===== config.mk =====
export PLATFORM = sky130hd
export DESIGN_NAME = input_feed_scheduler
export DESIGN_NICKNAME = d
export VERILOG_FILES = /design/src/rtl/input_feed_scheduler.sv
export SDC_FILE = /design/constraint.sdc
export NUM_CORES = 1
export LEC_CHECK = 0
export BUFFER_PORTS_ARGS = -buffer_cell sky130_fd_sc_hd__buf_4
export CORE_MARGIN = 5
export CORE_UTILIZATION = 45
export CTS_CLUSTER_DIAMETER = 150
export CTS_CLUSTER_SIZE = 16
export DETAILED_ROUTE_END_ITERATION = 8
export PLACE_DENSITY_LB_ADDON = 0.25
export SKIP_CTS_REPAIR_TIMING = 1
export SLEW_MARGIN = 15
export SYNTH_ARGS = -nofsm -noshare
export SYNTH_HDL_FRONTEND = slang
export SYNTH_SLANG_ARGS = --single-unit

===== constraint.sdc =====
create_clock -name clk -period 3.6 [get_ports clk]
set_clock_uncertainty 0.05 [all_clocks]
set_input_delay 0.18 -clock clk [delete_from_list [all_inputs] [get_ports clk]]
set_output_delay 0.18 -clock clk [all_outputs]
set_load 0.01 [all_outputs]

===== src/rtl/input_feed_scheduler.sv =====
// Row-buffer load/feed sequencer for an N x N systolic array: accepts a tile stream, then issues skewed reads.
// Optional build macro TRANSPOSE_LOAD_EN selects a column-major load stream.
module input_feed_scheduler #(
    parameter int matrixSize = 4,
    parameter int dataSize   = 16
) (
    input  logic                                      clk,
    input  logic                                      rst,
    input  logic                                      start,
    input  logic                                      inValid,
    input  logic [dataSize-1:0]                       inData,
    output logic                                      inReady,
    input  logic                                      feedStall,
    output logic [matrixSize-1:0]                     writeEnable,
    output logic [dataSize-1:0]                       writeElement,
    output logic [$clog2(matrixSize)-1:0]             writeLocation,
    output logic [matrixSize*$clog2(matrixSize)-1:0]  readLocation,
    output logic [matrixSize-1:0]                     rowValid,
    output logic                                      busy,
    output logic                                      done
);

    localparam int AW = $clog2(matrixSize);
    localparam int LW = $clog2(matrixSize * matrixSize);
    localparam int TW = $clog2(2 * matrixSize);

    localparam logic [1:0] IDLE  = 2'd0;
    localparam logic [1:0] LOAD  = 2'd1;
    localparam logic [1:0] FEED  = 2'd2;
    localparam logic [1:0] DRAIN = 2'd3;

    localparam logic [LW-1:0] LAST_K = LW'(matrixSize * matrixSize - 1);
    localparam logic [TW-1:0] LAST_T = TW'(2 * matrixSize - 2);

    logic [1:0]            state;
    logic [LW-1:0]         loadCount;
    logic [TW-1:0]         feedCount;
    logic                  accept;
    logic [AW-1:0]         rowSel;
    logic [AW-1:0]         colSel;
    logic [matrixSize-1:0] active;
    logic signed [TW+1:0]  skew;
    logic [matrixSize-1:0] vld_p1;

    assign inReady = (state == LOAD);
    assign accept  = inValid & inReady;
    assign busy    = (state != IDLE);
    assign done    = (state == DRAIN);

    // Element index k splits as {k/N, k%N}; N is a power of two so these are plain bit fields.
`ifdef TRANSPOSE_LOAD_EN
    assign rowSel = loadCount[AW-1:0];
    assign colSel = loadCount[LW-1:AW];
`else
    assign rowSel = loadCount[LW-1:AW];
    assign colSel = loadCount[AW-1:0];
`endif

    assign writeEnable   = accept ? (matrixSize'(1) << rowSel) : '0;
    assign writeElement  = accept ? inData : '0;
    assign writeLocation = accept ? colSel : '0;

    // Diagonal skew: row r sees column t-r while that difference lies inside the tile.
    always_comb begin
        active       = '0;
        readLocation = '0;
        skew         = '0;
        for (int r = 0; r < matrixSize; r++) begin
            skew = $signed({2'b00, feedCount}) - $signed((TW+2)'(r));
            if ((state == FEED) && (skew >= 0) && (skew < $signed((TW+2)'(matrixSize)))) begin
                active[r]                = 1'b1;
                readLocation[r*AW +: AW] = skew[AW-1:0];
            end
        end
    end

    // Stage p1: valid aligned with the row buffer's one-cycle synchronous read.
    always_ff @(posedge clk or posedge rst) begin
        if (rst) begin
            vld_p1 <= '0;
        end else begin
            vld_p1 <= active & {matrixSize{~feedStall}};
        end
    end

    assign rowValid = vld_p1;

    always_ff @(posedge clk or posedge rst) begin
        if (rst) begin
            state     <= IDLE;
            loadCount <= '0;
            feedCount <= '0;
        end else begin
            case (state)
                IDLE: begin
                    if (start) begin
                        state     <= LOAD;
                        loadCount <= '0;
                    end
                end
                LOAD: begin
                    if (accept) begin
                        if (loadCount == LAST_K) begin
                            state     <= FEED;
                            feedCount <= '0;
                        end else begin
                            loadCount <= loadCount + LW'(1);
                        end
                    end
                end
                FEED: begin
                    // A stall holds t so the same addresses are re-issued next cycle.
                    if (!feedStall) begin
                        if (feedCount == LAST_T) begin
                            state <= DRAIN;
                        end else begin
                            feedCount <= feedCount + TW'(1);
                        end
                    end
                end
                DRAIN: begin
                    state <= IDLE;
                end
                default: begin
                    state <= IDLE;
                end
            endcase
        end
    end

endmodule


# After elaboration in Yosys (flattened, before gate mapping)
# Index checks and enable logic that the tools add are counted.
[totals]
regBits = 13
inputBits = 21
output_inout_bits = 37
elab_cells = 74
[op_classes]
addsub = 5
magnitude_cmp = 8
eq_ne = 12
shifts = 1
n_mux = 26
bitwise = 3
n_reduce_logical = 15
[ops]
columns = ["cell", "count"]
rows = [
  ["$mux W2", 10],
  ["$mux W16", 1],
  ["$mux W4", 4],
  ["$ge A4 B1 Y1 const B", 3],
  ["$lt A4 B4 Y1 const B", 3],
  ["$mux W3", 4],
  ["$reduce_and A5 Y1", 2],
  ["$logic_and A1 B1 Y1", 8],
  ["$ne A2 B2 Y1 const B", 4],
  ["$pmux W2 S4", 1],
  ["$pmux W4 S2", 1],
  ["$sub A3 B2 Y4 const B", 2],
  ["$ne A2 B1 Y1 const B", 3],
  ["$pmux W3 S2", 1],
  ["$reduce_bool A2 Y1", 3],
  ["$add A4 B1 Y4 const B", 1],
  ["$and A4 B4 Y4", 1],
  ["$eq A2 B2 Y1 const B", 2],
  ["$eq A4 B4 Y1 const B", 1],
  ["$mux W1", 4],
  ["$reduce_and A4 Y1", 1],
  ["$shl A1 B2 Y4 const A", 1],
  ["$sub A3 B1 Y4 const B", 1],
  ["$add A3 B1 Y3 const B", 1],
  ["other kinds (7)", 7],
]

# Longest topological paths before layout
# Gate-level depths: netlist (run 1).
[depth]
word_depth = 6
depth_mapped = 6
depth_no_buf = 6

# Worst setup path before layout (run 1)
# Ideal clock, no wire load.
[synth_timing]
kind = "register to register"
startpoint = "reg state[0]"
endpoint = "reg feedCount[1]"
setup_ps = 127
arrival_ps = 1418
t_required_ps = 3423
path_slack_ps = 2004
path_stages_with_launch = 7
n_path_buf = 0
synth_period_minus_slack_ps = 1596
path_cell_list = "dfrtp_1 inv_1 ha_1 nand2b_1 a21oi_1 o21a_2 mux2_1"
[synth_between]
elab_chain_len = 4
word_cells_on_any_way = 10
classes_between = "eq/ne: 6; mux: 1; bitwise: 1; reduce/logical: 2"
[synth_lines]
columns = ["element", "line", "text"]
rows = [
  ["from (decl)", "35", "logic [1:0] state;"],
  ["from (signal assigned)", "90", "state <= IDLE;"],
  ["from (signal assigned)", "97", "state <= LOAD;"],
  ["from (signal assigned)", "104", "state <= FEED;"],
  ["$eq A2 B1 Y1", "45, 94", ""],
  ["$and A1 B1 Y1", "46", "assign accept = inValid & inReady;"],
  ["$ne A2 B1 Y1 (no line)", "-", ""],
  ["$reduce_and A5 Y1 (no line)", "-", ""],
  ["to (signal assigned)", "117", "feedCount <= feedCount + TW'(1);"],
  ["to (decl)", "37", "logic [TW-1:0] feedCount;"],
]
# Several ways; a longest one is shown, not always the timed one.
# A chain may end at the register's enable or synchronous reset.

# Final worst setup path (run 1)
[layout_timing]
startpoint = "reg state[1]"
endpoint = "out writeEnable[2]"
[layout_between]
elab_chain_len = 3
[layout_lines]
columns = ["element", "line", "text"]
rows = [
  ["$eq A2 B1 Y1", "45", "assign inReady = (state == LOAD);"],
  ["$and A1 B1 Y1", "46", ""],
  ["$mux W4", "59", "assign writeEnable = accept ? (matrixSize'(1) << rowSel) : '0;"],
  ["to (decl)", "14", "output logic [matrixSize-1:0] writeEnable,"],
]
# No other way between the ends.

==> results, run 1 <==
- The number of synthesis warnings is 0.
- Adding up every negative setup slack in the final design gives 0 ns.
- The met3 wire length is 100 um.
- No sink is reached through more buffers than the 2 on the longest clock path.
- In this run, CTS created clock tree buffers numbering 3.
- Setup violations remaining at the end of the flow were counted as 0.
- Max-cap violations in this run came to 0.
- The initial DRC count is 15.
- The post-placement setup slack is 1.51 ns.
- The count of flip-flops with a built-in enable after synthesis is 0.
- The worst path uses between 60% and 70% of the clock period.
- The total vias in the final route is around 1000.
- The starting utilization of the core area is 45.8%.
- The final routed DRC violation total is 0.
- A synthesized cell averages 8.58 um2.
- For this run, asynchronously set or reset flops after synthesis account for 100%.
- The number of inserted diodes is 0.
- The number of antenna violations at the first check in global routing is 0.
- The detailed-router iteration count before antenna repair is 4.
- The combined area of all synthesized cells is 995 um2.
- The run finished with clean final reports.
- Clock-pin slew was measured on the worst setup and hold paths at 0.08 ns.
- The TritonCTS sink count is 13.
- IR analysis of the VDD net gives a maximum drop of 468 uV.
- The number of hold violations in the final report was 0.
- The number of slew-limit violations in the final report is 0.
- At the end of the flow, the number of nets in the layout was 204.
- The startpoint-to-endpoint class of the critical path is reg2out.
- The number of global-route vias before repair was 957.
- The most instantiated library cell after synthesis is and3_1.
- The final worst setup slack is roughly 1.3 ns.
- The highest routed metal layer is met4.
- Counting instances in the post-synthesis netlist gives the leading cell types as 18 x and3_1, 13 x dfrtp_1, 10 x nor2_1, 10 x nor3_1.
- Data arrives at the worst endpoint at 2.09 ns.
- The dominant synthesized flop cell is dfrtp_1.
- The sequential element share of the synthesized area is 32.7%.
- The aggregate global-route resource usage is approximately 16%.
- For the finished layout, the period the worst path requires is 2.32 ns.
- The post-route met1 wirelength is 1.06 mm.
- The per-cell via count in the routed design is 5.09.
- The dominant cell type by area after synthesis is dfrtp_1.
- The total I/O pin count is 58.
- The worst hold path startpoint is feedStall.
- The share of Yosys cell area claimed by the top area cell type is 32.7%.
- The largest fanout on the critical path is 24.
- Setup repair after global routing left no endpoint under its margin.
- The aggregate global routing overflow is 0.
- Power spread over the standard cell area amounts to 646 mW/mm2.
- The initialized floorplan defines 17 standard-cell rows.
- The filler cells instantiated in the layout total 184.
- Dividing the detail-routed wire length by the instance count gives 13.2 um.
- In this run the standard cell core region covers 0.00217 mm2.
- The HPWL after detailed placement is 2.13 mm.
- The synthesized netlist contains 32 unique library cells.
- The number of nets in the synthesized netlist is 146.
- The relative slew slack is about three fifths.
- The cell count after synthesis is 116.
- The worst setup path is launched from a flop.
- The port buffer count is 57.
- The number of storage elements in the synthesis netlist is 13.
- Across all register-to-register paths, the minimum setup slack is 1.47 ns.
- The start point of the critical path is state[1].
- The remaining number of nets flagged by the antenna check after routing is 0.
- The worst setup path is captured at an output port.
- TritonCTS built the clock tree.
- The die is 57.0 um tall.
- The post-route netlist has 38.2% of its cells at a drive strength greater than 1.
- The required time of the worst setup path is 3.37 ns.
- Routability-driven placement finished with a final weighted congestion of 0.863.
- In this run the horizontal extent of the chip is around 57 um.
- In this run the worst hold path is classified as in2reg.
- The first global-routing pass estimated 4.27 mm of wire.
- The reg-to-reg startpoint is state[1].
- The tree is rooted in a clkbuf_4.
- The area added between synthesis and finish is 48.1%.
- For the pin with the worst max-slew slack, the measured transition is about 0.62 ns.
- The largest net degree at the start of global routing is 25.
- Cells fill 67.9% of the core in the end.
- Summed over all cells, the static leakage comes to roughly 0.82 nW.
- The highest attainable clock frequency is between 0.4 and 0.5 GHz.
- The total wire length after detailed routing is 2.66 mm.
- Ranked by total cell area, the synthesized netlist is headed by dfrtp_1 33%, and3_1 11%, ha_1 11%.
- In this run the number of H-tree levels came out at 1.
- The overall die area is 0.00325 mm2.
- After detailed routing, the met2 layer carries 1.48 mm of wire.
- The later pin in the worst-skew pair is clocked with a latency of 0.27 ns.
[critical path, stage by stage, from the launching register on]
cell and delay [ns]:
dfrtp_1 0.42, inv_1 0.12, ha_1 0.57, nand2_1 0.29
nor3b_1 0.27, buf_4 0.15
[where the power goes]
part	leakage (nW)	total [W]	switching, W	internal (W)
Clock	0.0150	0.0000884	0.0000455	0.0000429
Combinational	0.638	0.000599	0.000315	0.000284
Sequential	0.171	0.000264	0.0000668	0.000197
Total	0.824	0.000951	0.000427	0.000524
[through the flow]
stage	std cells	hold WS [ns]	total power, W	area [um2]
2_1_floorplan	116	0.00696	0.000658	995
3_3_place_gp	196	0.175	0.000843	1440
3_5_place_dp	196	0.204	0.000862	1440
4_1_cts	200	-0.102	0.000958	1460
5_1_grt	201	0.0328	0.00104	1470
6_report	201	0.0437	0.000951	1470
[layout by cell type, fill, tap and decap left out, drive strengths merged, types with 3 or more instances in the layout]
master	instances
buf	57
and3	18
dfrtp	13
nor2	10
nor3	10
inv	10
ha	9
nand2	7
nor2b	4
mux2i	4
clkbuf	4
a21oi	3
nor3b	3
[final timing paths]
| kind | end | cells after the start |
|---|---|---|
| min | rowValid[0] | 2 |
| min reg2reg | loadCount[0] | 1 |
| max reg2reg | loadCount[2] | 6 |
| max | writeEnable[2] | 5 |
| max in group asynchronous | loadCount[1] | 3 |
| min in group asynchronous | loadCount[0] | 3 |
[registers in the layout, indices dropped and copies added (netlist names)]
register and count:
rowValid 4, loadCount 4, state 2, feedCount 3
[final cells by class]
class / instances / area, um2 / area share (%)
inverters: 10 / 37.5 / 2.55
flip-flops and latches: 13 / 325 / 22.1
multi-input cells: 88 / 611 / 41.5
well taps: 28 / 35.0 / 2.38
repair buffers: 58 / 438 / 29.7
clock buffers: 4 / 26.3 / 1.78
[metal layers]
layer / vias up / GRT usage [%]
li1: 521 / -
met1: 480 / 18.1
met2: 20 / 30.8
met3: 2 / 3.85
met4: 0 / 4.97
met5: - / 0
[cells by family after synthesis]
kind of cell    count (synthesis)  share of synthesized area, %
simple gates                   58                          31.7
buf+inv                        15                          5.91
compound gates                 14                          10.8
flops                          13                          32.7
fa+ha+maj                       9                          11.3
mux                             6                          6.67
xor+xnor                        1                         0.881
Note: power is estimated with default switching activity, not from simulation.
==> run 2: changes to the inputs <==
--- a/config.mk
+++ b/config.mk
@@ -5,9 +5,10 @@
 export SDC_FILE = /design/constraint.sdc
 export NUM_CORES = 1
 export LEC_CHECK = 0
+export ABC_AREA = 1
 export BUFFER_PORTS_ARGS = -buffer_cell sky130_fd_sc_hd__buf_4
 export CORE_MARGIN = 5
-export CORE_UTILIZATION = 45
+export CORE_UTILIZATION = 44
 export CTS_CLUSTER_DIAMETER = 150
 export CTS_CLUSTER_SIZE = 16
 export DETAILED_ROUTE_END_ITERATION = 8
==> constraint.sdc (replaced) <==
create_clock -name clk -period 2.2 [get_ports clk]
set_clock_uncertainty 0.05 [all_clocks]
set_input_delay 0.11 -clock clk [delete_from_list [all_inputs] [get_ports clk]]
set_output_delay 0.11 -clock clk [all_outputs]
set_load 0.01 [all_outputs]
==> results, run 2 <==
- In the layout the commonest cells are 57 x buf_4, 35 x nor2_1, 34 x inv_1, 28 x nand2_1, 13 x dfrtp_1.
- TritonCTS built the clock tree.
- The tightest min-delay check is of the in2reg type.
- The total wire length after detailed routing was 2.94 mm (+11%).
- The horizontal die dimension was 59.7 um (+4.8%).
- The most instantiated library cell after synthesis is nor2_1.
- The first-pass GRT wire length is 4.77 mm (+12%).
- The total core area is 0.00243 mm2 (+12%).
- The worst hold path startpoint is start.
- The port buffer count is 57 (unchanged).
- The number of buffers created by CTS is 3 (unchanged).
- The final weighted congestion in routability-driven placement is 0.847 (-1.8%).
- The proportion of layout cells with a drive suffix above 1 came to 33.5% (-4.7 points).
- The slowest stage of the critical path belongs to the cell dfrtp_1.
- The signal arrival time at the worst endpoint was 1.83 ns (-0.26 ns).
- The count of fill cells added during filler insertion is 218 (+18%).
- The share of Yosys cell area claimed by the top area cell type is 29.9% (-2.8 points).
- STA classifies the critical path startpoint as a flop.
- The aggregate global-route resource usage came to 17.0% (+0.59 points).
- The number of H-tree levels came to 1 (unchanged).
- The highest attainable clock frequency is 0.503 GHz.
- The cell count after synthesis is 163 (+41%).
- The number of cells on the worst reg-to-reg path is 8 (+2).
- The average wire length per cell after detail routing came to 11.7 um (-12%).
- The library cell used most frequently in the layout, excluding fill and tap cells, is buf_4.
- The total vias in the final route is 1136 (+11%).
- The biggest area contributor in the post-synthesis netlist is dfrtp_1.
- The power share of the combinational group is 62.2% (-0.8 points).
- The mean instance size in the synthesized netlist is 6.68 um2 (-22%).
- The sequential group share of total power is 27.2% (-0.5 points).
- The flow ran to the end, and the final reports show no timing, DRC or antenna violations.
- The cell internal power dissipation is 0.000713 W (+36%).
- The overall die area is 0.00357 mm2 (+9.8%).
- The total I/O pin count is 58 (unchanged).
- The clock group share of total power was 10.6% (+1.3 points).
- The total setup violations reported at the end of the flow was 0 (unchanged).
- The endpoint of the worst hold-timing path is loadCount[1].
- The commonest cells after synthesis are 35 x nor2_1, 34 x inv_1, 28 x nand2_1, 13 x dfrtp_1, 9 x ha_1.
- The aggregate global routing overflow came to 0 (unchanged).
- For this run, the leading register cell type out of synthesis is dfrtp_1.
- The number of hold violations in the final report is 0 (unchanged).
- The number of global-route vias before repair is 1085 (+13%).
- The switching power share of the total is 48.2% (+3.2 points).
- The remaining number of nets flagged by the antenna check after routing is 0 (unchanged).
- Setup repair after global routing left no endpoint under its margin.
- The final routed DRC violation total came to 0 (unchanged).
- The number of antenna violations at the first check in global routing came to 0 (unchanged).
- The final sum of negative setup slack came to 0 ns (unchanged).
- The largest fanout on the critical path is 23 (-4.2%).
- The detailed-router iteration count before antenna repair is 4 (unchanged).
- The share of flip-flops with an asynchronous set or reset is 100% (unchanged).
- The clock-pin slew reported for the worst setup and hold paths after clock tree synthesis is 0.09 ns (about the same).
- The pin slew with the least headroom to its limit is 0.507 ns (-0.117 ns).
- The overall die height is 59.7 um (+4.8%).
- The starting utilization of the core area came to 44.8% (-1.1 points).
- The net count of the finished layout is 252 (+24%).
- The max-capacitance violation count came to 0 (unchanged).
- The TritonCTS sink count is 13 (unchanged).
- The final critical-path required period is 1.99 ns.
- The site row count is 18 (+1).
- The number of slew-limit violations in the final report is 0 (unchanged).
- The peak supply drop is 666 uV (+42%).
- The number of inserted diodes is 0 (unchanged).
- The relative slew slack was 66.2% (+7.7 points).
- The clock latency at the later pin of the worst-skew pair is 0.28 ns (about the same).
- The cell area after layout is 0.00157 mm2 (+6.4%).
- The hold-critical path depth is 4 (+2).
- The net count after synthesis came to 193 (+32%).
- The kind of capture point of the worst setup path is an output port.
- The number of storage elements in the synthesis netlist is 13 (unchanged).
- The critical register-to-register path endpoint is loadCount[2].
- Clock tree synthesis selected as its root buffer the cell clkbuf_4.
- The largest net degree at the start of global routing is 24 (-4.0%).
- The combined area of all synthesized cells was 0.00109 mm2 (+9.4%).
- The per-cell via count in the routed design is 4.53 (-11%).
- The initial DRC count is 25 (+10).
- The HPWL reported at the end of detailed placement is 2.39 mm (+12%).
- The setup slack of the worst register-to-register path is 0.46 ns (-1.01 ns).
- The power dissipated by switching net loads is 0.000662 W (+55%).
- The leakage component of the power is 0.937 nW (+14%).
- The count of flip-flops with a built-in enable after synthesis was 0 (unchanged).
- The worst setup path is of the reg2out kind.
- The count of cell types in the netlist is 22 (-31%).
- The power density of the placed cells is 878 mW/mm2 (+36%).
- The final critical path takes up 90.4% of the cycle.
- The number of synthesis warnings is 0 (unchanged).
- The sequential element share of the synthesized area is 29.9% (-2.8 points).
- The worst register-to-register path begins at state[1].
- The delay of the slowest cell on the worst path is 0.43 ns (-0.14 ns).
- The maximum root-to-sink buffer count came to 2 (unchanged).
- The required time of the worst setup path is 2.04 ns (-1.33 ns).
- The area added between synthesis and finish is 43.9%.
- By area the synthesized netlist is led by dfrtp_1 30%, nor2_1 12%, inv_1 12%.
- The instance area at placement is 0.00152 mm2 (+5.8%).
- The critical path goes through inv_1, ha_1, nand2_2, nor3_1, buf_4.
## run 2: cell types whose count changed in the layout (fill, tap and decap cells not counted), moves of 6 or more
cell and delta:
nor2_1 +25, nand2_1 +21, and3_1 -18, nand3_1 +6, nor3_1 -6, nand4_1 +6, inv_1 +25
## run 2: cell type report
type,instances,area (um2),share of cell area [%]
well taps,30,37.5,2.40
multi-input cells,107,587,37.5
inverters,38,143,9.11
flip-flops and latches,13,325,20.8
repair buffers,59,448,28.6
clock buffers,4,26.3,1.68
## run 2: kinds of logic (layout without fill, tap and decap cells)
family                     Yosys count  after routing  share of synthesized area (%)
and+or+nand+nor                     90             90                           39.2
adders and majority gates            9              9                           10.3
buffers and inverters               43            101                           16.2
AOI/OAI and AO/OA                    6              6                           2.76
xor gates and xnor gates             2              2                           1.61
DFF                                 13             13                           29.9
## run 2: critical path, delay by kind of cell, from the launching register on
kind                       cells  cell delay, ns
and+or+nand+nor                2            0.55
adders and majority gates      1            0.29
buffers and inverters          2            0.28
DFF                            1            0.43
## run 2: power by group through the flow
| stage | sequential [W] | combinational [W] | clock (W) |
|---|---|---|---|
| detailed placement | 0.000379 | 0.000855 | 0 |
| finish | 0.000375 | 0.000855 | 0.000145 |
| global route | 0.000385 | 0.000966 | 0.000165 |
| CTS | 0.000375 | 0.000860 | 0.000151 |
| global placement | 0.000373 | 0.000837 | 0 |
| floorplan | 0.000355 | 0.000609 | 0 |
## run 2: layer usage
layer | part of all wire (%) | GRT usage (%)
met2 | 51 | 31.2
met1 | 40 | 20.4
met5 | 0 | 0
met4 | 0.20 | 1.90
met3 | 8.5 | 4.32
## run 2: worst max-delay path by stage
stage	to	from	slack [ns]
after floorplan	writeEnable[2]	state[1]	0.69
after global placement	loadCount[2]	state[1]	0.63
after detailed placement	loadCount[2]	state[1]	0.48
after CTS	writeEnable[1]	state[1]	0.17
after global routing	writeEnable[0]	state[1]	0.007
final	writeEnable[1]	state[1]	0.21
## run 2: per-stage QoR
stage	cells	hold WS, ns	setup WS [ns]	power (W)	util [%]
detailed placement	245	0.120	0.480	0.00123	62.5
global route	251	0.248	0.00704	0.00152	64.4
global placement	245	0.116	0.627	0.00121	62.5
finish	251	0.237	0.212	0.00138	64.4
floorplan	163	-0.0630	0.693	0.000963	-
CTS	249	-0.187	0.171	0.00139	63.6
==> run 3: changes to the inputs <==
==> constraint.sdc (replaced) <==
create_clock -name clk -period 2.2 [get_ports clk]
set_clock_uncertainty 0.05 [all_clocks]
set_input_delay 0.11 -clock clk [delete_from_list [all_inputs] [get_ports clk]]
set_output_delay 0.11 -clock clk [all_outputs]
set_load 0.05 [all_outputs]
==> results, run 3 (synthesis gave the netlist of run 2 again) <==
- The setup slack of the worst register-to-register path is 0.51 ns (+0.05 ns).
- The number of inserted diodes is 0 (unchanged).
- The power density of the placed cells is 1060 mW/mm2 (+21%).
- The startpoint identified for the worst hold timing path is start.
- Setup repair after global routing left no endpoint under its margin.
- The peak supply drop is 777 uV (+17%).
- The per-cell via count in the routed design came to 4.68 (+3.4%).
- The buffer and inverter count on the worst path is 2 (unchanged).
- The detailed-router iteration count before antenna repair is 4 (unchanged).
- The area used by sequential logic in the layout was 325 um2 (unchanged).
- The CTS tree is yes.
- The HPWL reported at the end of detailed placement is 2.37 mm (-0.89%).
- The largest net degree at the start of global routing is 24 (unchanged).
- The start point of the critical path is state[0].
- The aggregate global-route resource usage was 16.3% (-0.71 points).
- In this run the critical register-to-register path is captured at loadCount[2].
- The total wire length after detailed routing is 2.80 mm (-5.0%).
- The number of cells on the worst reg-to-reg path is 8 (unchanged).
- The class of the most critical hold timing path is in2reg.
- The clock latency at the later pin of the worst-skew pair is 0.27 ns (about the same).
- The area used by multi-input combinational logic came to 617 um2 (+5.1%).
- The initial DRC count is 30 (+20%).
- The pin slew with the least headroom to its limit is 0.489 ns (-0.0177 ns).
- The largest fanout on the critical path is 8 (-65%).
- The CTS root buffer is clkbuf_4.
- The overall die height came to 59.7 um (unchanged).
- The port buffer count is 57 (unchanged).
- The final sum of negative setup slack is 0 ns (unchanged).
- The delay of the slowest cell on the worst path is 0.41 ns (-0.02 ns).
- The number of buffers created by CTS is 3 (unchanged).
- The max-capacitance violation count is 0 (unchanged).
- The most common cell after layout, fill and taps aside is buf_4.
- The total setup violations reported at the end of the flow is 0 (unchanged).
- The total I/O pin count is 58 (unchanged).
- The final critical-path required period is 1.98 ns (-0.00721 ns).
- The net count of the finished layout was 252 (unchanged).
- The relative slew slack was 67.4% (+1.2 points).
- The average wire length per cell after detail routing is 11.1 um (-5.0%).
- The TritonCTS sink count was 13 (unchanged).
- The number of hold violations in the final report is 0 (unchanged).
- The minimum hold slack is 0.236 ns (-0.00137 ns).
- The total core area is 0.00243 mm2 (unchanged).
- The clock-pin slew reported for the worst setup and hold paths after clock tree synthesis is 0.08 ns (about the same).
- The highest attainable clock frequency was 0.505 GHz (+0.36%).
- The horizontal die dimension is 59.7 um (unchanged).
- The cell type of the slowest stage on the worst timing path is dfrtp_1.
- The critical path capture point is readLocation[7].
- In the layout the commonest cells are 57 x buf_4, 34 x inv_1, 28 x nand2_1, 25 x nor2_1, 13 x dfrtp_1.
- The final routed DRC violation total is 0 (unchanged).
- In this run the critical register-to-register path is launched from state[1].
- The aggregate global routing overflow is 0 (unchanged).
- The area added between synthesis and finish is 46.7%.
- The remaining number of nets flagged by the antenna check after routing is 0 (unchanged).
- The path length in cells of the critical path was 7 (+2).
- Walking the worst path, the cells encountered are inv_1, ha_1, nand2_1, nor2_1, nand2_1, nor2_1, buf_4.
- The maximum root-to-sink buffer count is 2 (unchanged).
- The site row count is 18 (unchanged).
- The number of antenna violations at the first check in global routing is 0 (unchanged).
- The startpoint-to-endpoint class of the critical path is reg2out.
- The final weighted congestion in routability-driven placement came to 0.789 (-6.9%).
- The signal arrival time at the worst endpoint was 1.82 ns (about the same).
- The proportion of layout cells with a drive suffix above 1 is 38.0% (+4.5 points).
- The share of the cycle needed by the critical path after routing is 90.0% (-0.33 points).
- The total vias in the final route was 1175 (+3.4%).
- The hold-critical path depth is 4 (unchanged).
- The worst setup path is captured at an output port.
- The overall die area is 0.00357 mm2 (unchanged).
- The number of slew-limit violations in the final report is 0 (unchanged).
- The worst setup path is launched from a flop.
- The kind of cell with the highest combined delay along the critical path is simple AND/OR/NAND/NOR gates.
- The starting utilization of the core area is 44.8% (unchanged).
- The count of fill cells added during filler insertion came to 213 (-2.3%).
- The required time of the worst setup path came to 2.04 ns (about the same).
- The number of H-tree levels is 1 (unchanged).
- The first-pass GRT wire length came to 4.64 mm (-2.7%).
- The number of global-route vias before repair is 1093 (+0.74%).
- The leakage component of the power came to 0.941 nW (+0.43%).
- The flow ran to the end, and the final reports show no timing, DRC or antenna violations.
[run 3: cell counts in the layout (fill, tap and decap cells not counted)]
No cell type changed its count.
[run 3: power breakdown]
part           leakage (nW)  total [W]  switching, W  internal [W]
Clock                0.0150   0.000144     0.0000734     0.0000702
Sequential            0.175   0.000369     0.0000701      0.000299
Combinational         0.750    0.00118      0.000821      0.000359
[run 3: stage by stage]
| stage | area [um2] | power, W | utilization [%] | setup WS [ns] | cells |
|---|---|---|---|---|---|
| final | 1600 | 0.00169 | 65.6 | 0.219 | 251 |
| after global routing | 1600 | 0.00184 | 65.6 | 0.0318 | 251 |
| after CTS | 1570 | 0.00170 | 64.6 | 0.100 | 249 |
| after detailed placement | 1550 | 0.00155 | 63.5 | 0.393 | 245 |
| after global placement | 1550 | 0.00151 | 63.5 | 0.517 | 245 |
| after floorplan | 1110 | 0.00127 | - | -0.424 | 163 |
[run 3: how the worst min path moves through the flow]
stage,endpoint,slack (ns)
after CTS,rowValid[3],-0.17
after floorplan,feedCount[0],-0.06
after global placement,rowValid[2],0.11
after detailed placement,rowValid[3],0.12
final,loadCount[3],0.24
after global routing,loadCount[1],0.27
[run 3: cell type report]
type,count,share of cell area (%)
timing repair buffer,59,28.1
clock buffer,4,1.65
multi-input combinational,107,38.6
tap,30,2.35
inverter,38,8.93
sequential,13,20.4
[run 3: worst min-delay path: stages]
cell	delay [ns]
buf_4	0.09
nand3_1	0.15
nand3_1	0.12
nand2_1	0.05
[run 3: per-layer routing]
| metal | vias up | track usage [%] | share of wire, % |
|---|---|---|---|
| li1 | 604 | - | - |
| met3 | 2 | 3.67 | 12 |
| met5 | - | 0 | 0 |
| met2 | 48 | 26.9 | 47 |
| met4 | 0 | 4.11 | 0.18 |
| met1 | 521 | 21.5 | 42 |
